[src/rtl/fetch_ctrl.sv]
// fetch_ctrl: fetch sequencer owning the PC, driving instruction memory via req/ack and decode via valid/ready
//   clk, res                       clock, synchronous active-high reset
//   br_valid, br_target            branch redirect request and target PC
//   imem_req, imem_addr            fetch request and address to instruction memory
//   imem_ack, imem_data            memory completion and returned instruction word
//   instr_valid, instr, instr_pc   fetched instruction presented to decode
//   instr_ready                    decode accepts the presented instruction
module fetch_ctrl #(
    parameter int DBITS = 32,
    parameter logic [DBITS-1:0] START_PC = 32'h40,
    parameter logic [DBITS-1:0] PC_STEP = 4
) (
    input  logic             clk,
    input  logic             res,
    input  logic             br_valid,
    input  logic [DBITS-1:0] br_target,
    output logic             imem_req,
    output logic [DBITS-1:0] imem_addr,
    input  logic             imem_ack,
    input  logic [DBITS-1:0] imem_data,
    output logic             instr_valid,
    output logic [DBITS-1:0] instr,
    output logic [DBITS-1:0] instr_pc,
    input  logic             instr_ready
);
    typedef enum logic [1:0] {IDLE, REQ, HOLD} state_t;
    state_t state_q, state_d;
    logic [DBITS-1:0] pc_q, pc_d, redir_q, redir_d, instr_q, instr_d, instr_pc_q, instr_pc_d, imem_addr_q;
    logic squash_q, squash_d, instr_valid_q, instr_valid_d, imem_req_q;

    always_comb begin
        state_d = state_q;
        pc_d = pc_q;
        redir_d = redir_q;
        squash_d = squash_q;
        instr_d = instr_q;
        instr_pc_d = instr_pc_q;
        instr_valid_d = instr_valid_q;
        case (state_q)
            IDLE: begin
                state_d = REQ;
                if (br_valid) pc_d = br_target;
            end
            REQ: begin
                if (imem_ack) begin
                    // a redirect seen now or earlier in this fetch discards the returned word
                    squash_d = 1'b0;
                    if (br_valid) pc_d = br_target;
                    else if (squash_q) pc_d = redir_q;
                    else begin
                        instr_d = imem_data;
                        instr_pc_d = pc_q;
                        instr_valid_d = 1'b1;
                        state_d = HOLD;
                    end
                end else if (br_valid) begin
                    redir_d = br_target;
                    squash_d = 1'b1;
                end
            end
            HOLD: begin
                // a branch in the accept cycle came from this instruction, so its target wins
                if (br_valid || instr_ready) begin
                    pc_d = br_valid ? br_target : instr_pc_q + PC_STEP;
                    instr_valid_d = 1'b0;
                    state_d = REQ;
                end
            end
            default: state_d = IDLE;
        endcase
    end

    always_ff @(posedge clk) begin
        if (res) begin
            state_q <= IDLE;
            pc_q <= START_PC;
            redir_q <= '0;
            squash_q <= 1'b0;
            instr_q <= '0;
            instr_pc_q <= '0;
            instr_valid_q <= 1'b0;
            imem_req_q <= 1'b0;
            imem_addr_q <= START_PC;
        end else begin
            state_q <= state_d;
            pc_q <= pc_d;
            redir_q <= redir_d;
            squash_q <= squash_d;
            instr_q <= instr_d;
            instr_pc_q <= instr_pc_d;
            instr_valid_q <= instr_valid_d;
            imem_req_q <= state_d == REQ;
            imem_addr_q <= pc_d;
        end
    end

    assign imem_req = imem_req_q;
    assign imem_addr = imem_addr_q;
    assign instr_valid = instr_valid_q;
    assign instr = instr_q;
    assign instr_pc = instr_pc_q;
endmodule

[config.mk]
export PLATFORM = sky130hd
export DESIGN_NAME = fetch_ctrl
export DESIGN_NICKNAME = d
export VERILOG_FILES = /design/src/rtl/fetch_ctrl.sv
export SDC_FILE = /design/constraint.sdc
export NUM_CORES = 1
export LEC_CHECK = 0
export BUFFER_PORTS_ARGS = -buffer_cell sky130_fd_sc_hd__buf_2
export CORE_ASPECT_RATIO = 0.9
export CORE_UTILIZATION = 52
export DETAILED_ROUTE_END_ITERATION = 12
export PLACE_DENSITY_LB_ADDON = 0.25
export SLEW_MARGIN = 20
export SYNTH_ARGS = -nofsm -noshare
export SYNTH_HDL_FRONTEND = slang
export SYNTH_SLANG_ARGS = --single-unit
[constraint.sdc]
create_clock -name clk -period 2.84 [get_ports clk]
set_input_delay 0.142 -clock clk [delete_from_list [all_inputs] [get_ports clk]]
set_output_delay 0.142 -clock clk [all_outputs]
set_load 0.1 [all_outputs]
== Yosys cells after proc, flatten, opt, wreduce, memory -nomap -nowiden ==
Index checks and enable logic that the tools add are counted.

* Equality and inequality tests: 9
* Bitwise operators: 3
* Reduce and logical (&&, ||, !) cells: 10
* Mux-type cells: 19
* $add $sub $neg: 1

{| class="wikitable"
|+ Operators by type and width
! kind !! count
|-
| 32-bit 2-to-1 mux || 6
|-
| 32-bit case mux with 3 select lines || 1
|-
| 32-bit by 3-bit adder with 32-bit output (second input constant) || 1
|-
| 2-bit != test (second input constant) || 5
|-
| 5-bit AND reduction || 2
|-
| 2-bit 2-to-1 mux || 4
|-
| 1-bit 2-to-1 mux || 6
|-
| 2-bit case mux with 3 select lines || 1
|-
| 2-bit by 1-bit equality test with 1-bit output (second input constant) || 2
|-
| 4-bit AND reduction || 1
|-
| 2-bit nonzero test || 2
|-
| 3-bit != test (second input constant) || 1
|-
| 1-bit inverter || 3
|-
| 3-bit AND reduction || 1
|-
| 3-bit nonzero test || 1
|-
| 2-bit equality test (second input constant) || 1
|-
| 2-bit logical NOT || 1
|-
| 1-bit case mux with 2 select lines || 1
|-
| 2-bit AND reduction || 1
|-
| 1-bit logical OR || 1
|}

* Output and inout port bits: 98
* Word-level logic and storage cells: 50
* Bits in registers: 133

== Logic depth before layout (Yosys ltp) ==
* Depth in word-level cells: 5
* Depth in mapped cells: 9

== Worst setup path before layout ==
OpenSTA, ideal clock, no wires.

* Kind: flip-flop to flip-flop
* Start: register instr_pc_q[10], in the netlist instr_pc[10]
* End: register imem_addr_q[30], in the netlist imem_addr[30]
* Data required time: 2.748 ns
* Slack: -0.148 ns
* Arrival: 2.896 ns
* Cell stages (with the launch flop): 8
* Cell sequence: dfxtp_1 buf_4 nand4_4 or4_4 buf_6 nor4_1 mux2_2 o32ai_1

* Cells in the longest elaborated chain, start to end: 4

{| class="wikitable"
|+ Ends and longest elaborated chain
! element !! line !! text
|-
| start: declaration || 28 || <nowiki>logic [DBITS-1:0] pc_q, pc_d, redir_q, redir_d, instr_q, instr_d, instr_pc_q, instr_pc_d, imem_addr_q;</nowiki>
|-
| start signal: assignment || 90 || <nowiki>instr_pc_q <= instr_pc_d;</nowiki>
|-
| 32-bit by 3-bit adder with 32-bit output || 64 || <nowiki>pc_d = br_valid ? br_target : instr_pc_q + PC_STEP;</nowiki>
|-
| 32-bit 2-to-1 mux || 64 ||
|-
| 32-bit 2-to-1 mux || 63 || <nowiki>if (br_valid || instr_ready) begin</nowiki>
|-
| 32-bit case mux with 3 select lines || 39 || <nowiki>case (state_q)</nowiki>
|-
| end signal: assignment || 93 || <nowiki>imem_addr_q <= pc_d;</nowiki>
|-
| end: declaration || 28 ||
|}

No other way between the ends. The select of a mux whose other input is x is not followed.
A chain may end at the register's enable or synchronous reset.

== Worst setup path in the final report ==
* Start: register state_q[0]
* End: register imem_addr_q[11], in the netlist imem_addr[11]

* Cells in the longest elaborated chain, start to end: 3
* Elaborated cells between the ends (all ways): 10
* Those cells by class: eq/ne: 6; mux: 1; reduce/logical: 3

{| class="wikitable"
|+ Ends and longest elaborated chain
! element !! line !! text
|-
| start: declaration || 27 || <nowiki>state_t state_q, state_d;</nowiki>
|-
| start signal: assignment || 85 || <nowiki>state_q <= state_d;</nowiki>
|-
| 2-bit by 1-bit equality test with 1-bit output, or another cell as far along || 39 ||
|-
| 3-bit != test (no source line), or another cell as far along || n/a ||
|-
| 5-bit AND reduction (no source line) || n/a ||
|}

Several ways; a longest one is shown, not always the timed one.

==> flow_summary.ini <==
[worst_setup_path]
crit_path_end_kind = flop
slowest_delay_ps = 420
crit_type = reg -> reg
critical_path.max_fanout = 28
slowest_stage = dfxtp_1
critPathLaunchType = flop
critical_path_required_ps = 3160
critical_path_arrival_ps = 2890
crit_chain = inv_1, ha_1, nor3b_1, a211o_1, nor2_4, buf_12, nor2_1, a211oi_1
r2r_slack_ps = 280

[sta]
worstMarginPinSlew_ps = 844
relSlewSlack = 0.437
fmax_mhz = 390
post-route-period-util = 0.902
slew_violations = 0
fin_setup_tns_ps = 0
setup_violations = 0
finClkSkew_ps = 7.35
hold_viol = 0
layout_setup_ws_ps = 278
fin_crit_ps = 2560
rsz0062_at_grt = false

[place]
place.gp.congestion = 0.933
io_buffer_count = 166
place_ws_ps = 341
dpl.hpwl_um = 12100
postPlaceCellArea_mm2 = 0.00695

[floorplan]
die_h_um = 104
io-pin-count = 167
die_width_um = 115
die-area_mm2 = 0.0120
start_util = 0.543
core_area_mm2 = 0.0110
rows = 36

[cts]
cts_root_buf = clkbuf_16
clock_latency_ps = 420
cts_buffers = 17
cts_buffer_depth = 2
path_clk_slew_ps = 60
cts_tree = done
cts_max_level = 4
clock-sinks = 133
ctsResizeCount = 0

[detailed_routing]
wl_per_cell_um = 16.9
drc = 0
wirelength_um = 19200
num_vias = 6584
drt_iter0_markers = 675
routed_via_density = 5.80
first_pass_iters = 7
ant_nets = 0

[pwr]
p_per_area_mw_per_mm2 = 656
power.net_switching_w = 0.00185
leakagePower_nw = 3.37
seqPwrFrac = 0.386
peakVddDrop_mv = 0.541
combPwrFrac = 0.241
switching_share = 0.347
power_frac_clock = 0.372
p_int_w = 0.00348

[global_route]
grt_usage = 0.324
antenna_found_initial = 1
gr-total-overflow = 0
grt_max_degree = 58
grt_pass1_wl_um = 30200
grt_pass1_vias = 6128

[logic_synthesis]
synth.avg_cell_area_um2 = 7.87
synth_edf_count = 0
ys_ff_latch = 133
syn_nets = 836
async_flop_share = 0
ys_seq_area_frac = 0.444
synth.distinct_cells = 57
syn_inst = 761
ys_warn_count = 0
ys.flop_type = dfxtp_1
netlist_area_mm2 = 0.00599

[finish]
postLayoutCoreUtil = 0.736
n_antenna_cell = 0
nFillCells = 807
area_growth_pct = 35.6
final_area_mm2 = 0.00812
final_nets = 1046
drive_above_1_share = 0.237

[worst_hold_path]
hold_path.class = in -> reg

[run_status]
outcome = finished, final reports clean

[run]
maxCapViolations = 0
-- sequential cells by signal, summed over array words and instances, names as in the netlist --
name         count
imem_addr       32
imem_req         1
instr           32
instr_pc        32
instr_valid      1
redir_q         32
squash_q         1
state_q          2
-- cells in the mapped netlist, types with 2 or more instances --
master / number / area [µm²]
o221ai_1: 2 / 17.5
nor2b_1: 7 / 43.8
o21a_1: 3 / 22.5
a221oi_1: 13 / 114
nor2_1: 39 / 146
nor4_1: 12 / 75.1
nor3b_1: 2 / 15.0
a21oi_1: 104 / 521
a222oi_1: 9 / 90.1
dfxtp_1: 133 / 2660
buf_2: 2 / 10.0
mux2_2: 2 / 22.5
inv_1: 11 / 41.3
clkbuf_1: 48 / 180
a211oi_1: 12 / 90.1
nand3_1: 11 / 55.1
nand2_1: 216 / 811
nand4_1: 9 / 56.3
xor2_1: 9 / 78.8
ha_1: 6 / 75.1
nand2b_1: 4 / 25.0
mux2i_1: 11 / 110
nand3b_1: 2 / 15.0
and4_1: 3 / 26.3
a31oi_1: 4 / 25.0
xnor2_1: 8 / 70.1
a22o_1: 12 / 105
nor3_1: 14 / 70.1
o21ai_0: 14 / 70.1
buf_1: 3 / 11.3
o41ai_1: 2 / 17.5
o32ai_1: 8 / 70.1
buf_6: 2 / 22.5
-- logic make-up after synthesis --
| kind of cell | share of synthesized area |
|---|---|
| AO/OA/AOI/OAI | 0.207 |
| XOR/XNOR | 0.0248 |
| adder cells (fa/ha/maj) | 0.0125 |
| buffers and inverters | 0.0478 |
| flip-flops | 0.444 |
| multiplexers | 0.0221 |
| AND/OR/NAND/NOR | 0.241 |
-- placed cells by master, fill, tap and decap left out, types with 12 or more instances in the layout --
cell type,count
dlygate4sd3_1,64
nor2_1,38
nor4_1,12
o21ai_0,14
dfxtp_1,127
a22o_1,12
buf_4,19
a21oi_1,104
nor3_1,14
a211oi_1,12
clkbuf_16,17
nand2_1,216
buf_2,165
a221oi_1,13
-- critical path, delay by kind of cell (launching register included) --
family,cells,cell delay (ps)
AOI/OAI and AO/OA,2,620
adders and majority gates,1,350
buffers and inverters,2,330
DFF,1,420
and+or+nand+nor,3,710
-- through the flow --
| stage | std cells | hold WS, ps | total power, W |
|---|---|---|---|
| after global routing | 1135 | 16.3 | 0.00551 |
| after floorplan | 761 | 242 | 0.00302 |
| after global placement | 1040 | 382 | 0.00327 |
| after detailed placement | 1040 | 389 | 0.00329 |
| final | 1135 | 32.6 | 0.00533 |
| after CTS | 1135 | 12.0 | 0.00533 |
-- final timing paths --
check	startpoint	depth (start not counted)	end
setup / recovery	state_q[0]	8	imem_addr[11]
hold / removal	br_target[22]	3	redir_q[22]
setup reg to reg	state_q[0]	8	imem_addr[11]
hold reg to reg	instr[24]	2	instr[24]
-- routing by layer --
layer  global-route usage  wire (µm)  up-vias  share of wire
met5                    0          0        -              0
met4                0.147        531        0          0.028
met3               0.0790       1470       50          0.077
met1                0.407       8010     3107           0.42
met2                0.521       9190      341           0.48
li1                     -          -     3086              -
-- power groups by stage --
| stage | clock network, W | logic, W | registers (W) |
|---|---|---|---|
| after floorplan | 0 | 0.000357 | 0.00266 |
| after global placement | 0 | 0.00118 | 0.00209 |
| after detailed placement | 0 | 0.00119 | 0.00209 |
| after CTS | 0.00201 | 0.00127 | 0.00205 |
| after global routing | 0.00210 | 0.00134 | 0.00207 |
| final | 0.00198 | 0.00129 | 0.00206 |
-- cell type report --
class | count | area, µm² | area share
Clock buffer | 22 | 484 | 0.0596
Inverter | 11 | 41.3 | 0.00508
Tap cell | 152 | 190 | 0.0234
Timing Repair Buffer | 249 | 1630 | 0.201
Multi-Input combinational cell | 559 | 3060 | 0.376
Clock inverter | 9 | 53.8 | 0.00662
Sequential cell | 133 | 2670 | 0.329
-- repair_timing --
item / in CTS / in global routing
buffers inserted: 0 / 0
endpoints found under the hold margin: 64 / 0
hold buffers: 64 / 0
endpoints found under the setup margin: 0 / 0
No activity file was read; power rests on OpenSTA's default activity.
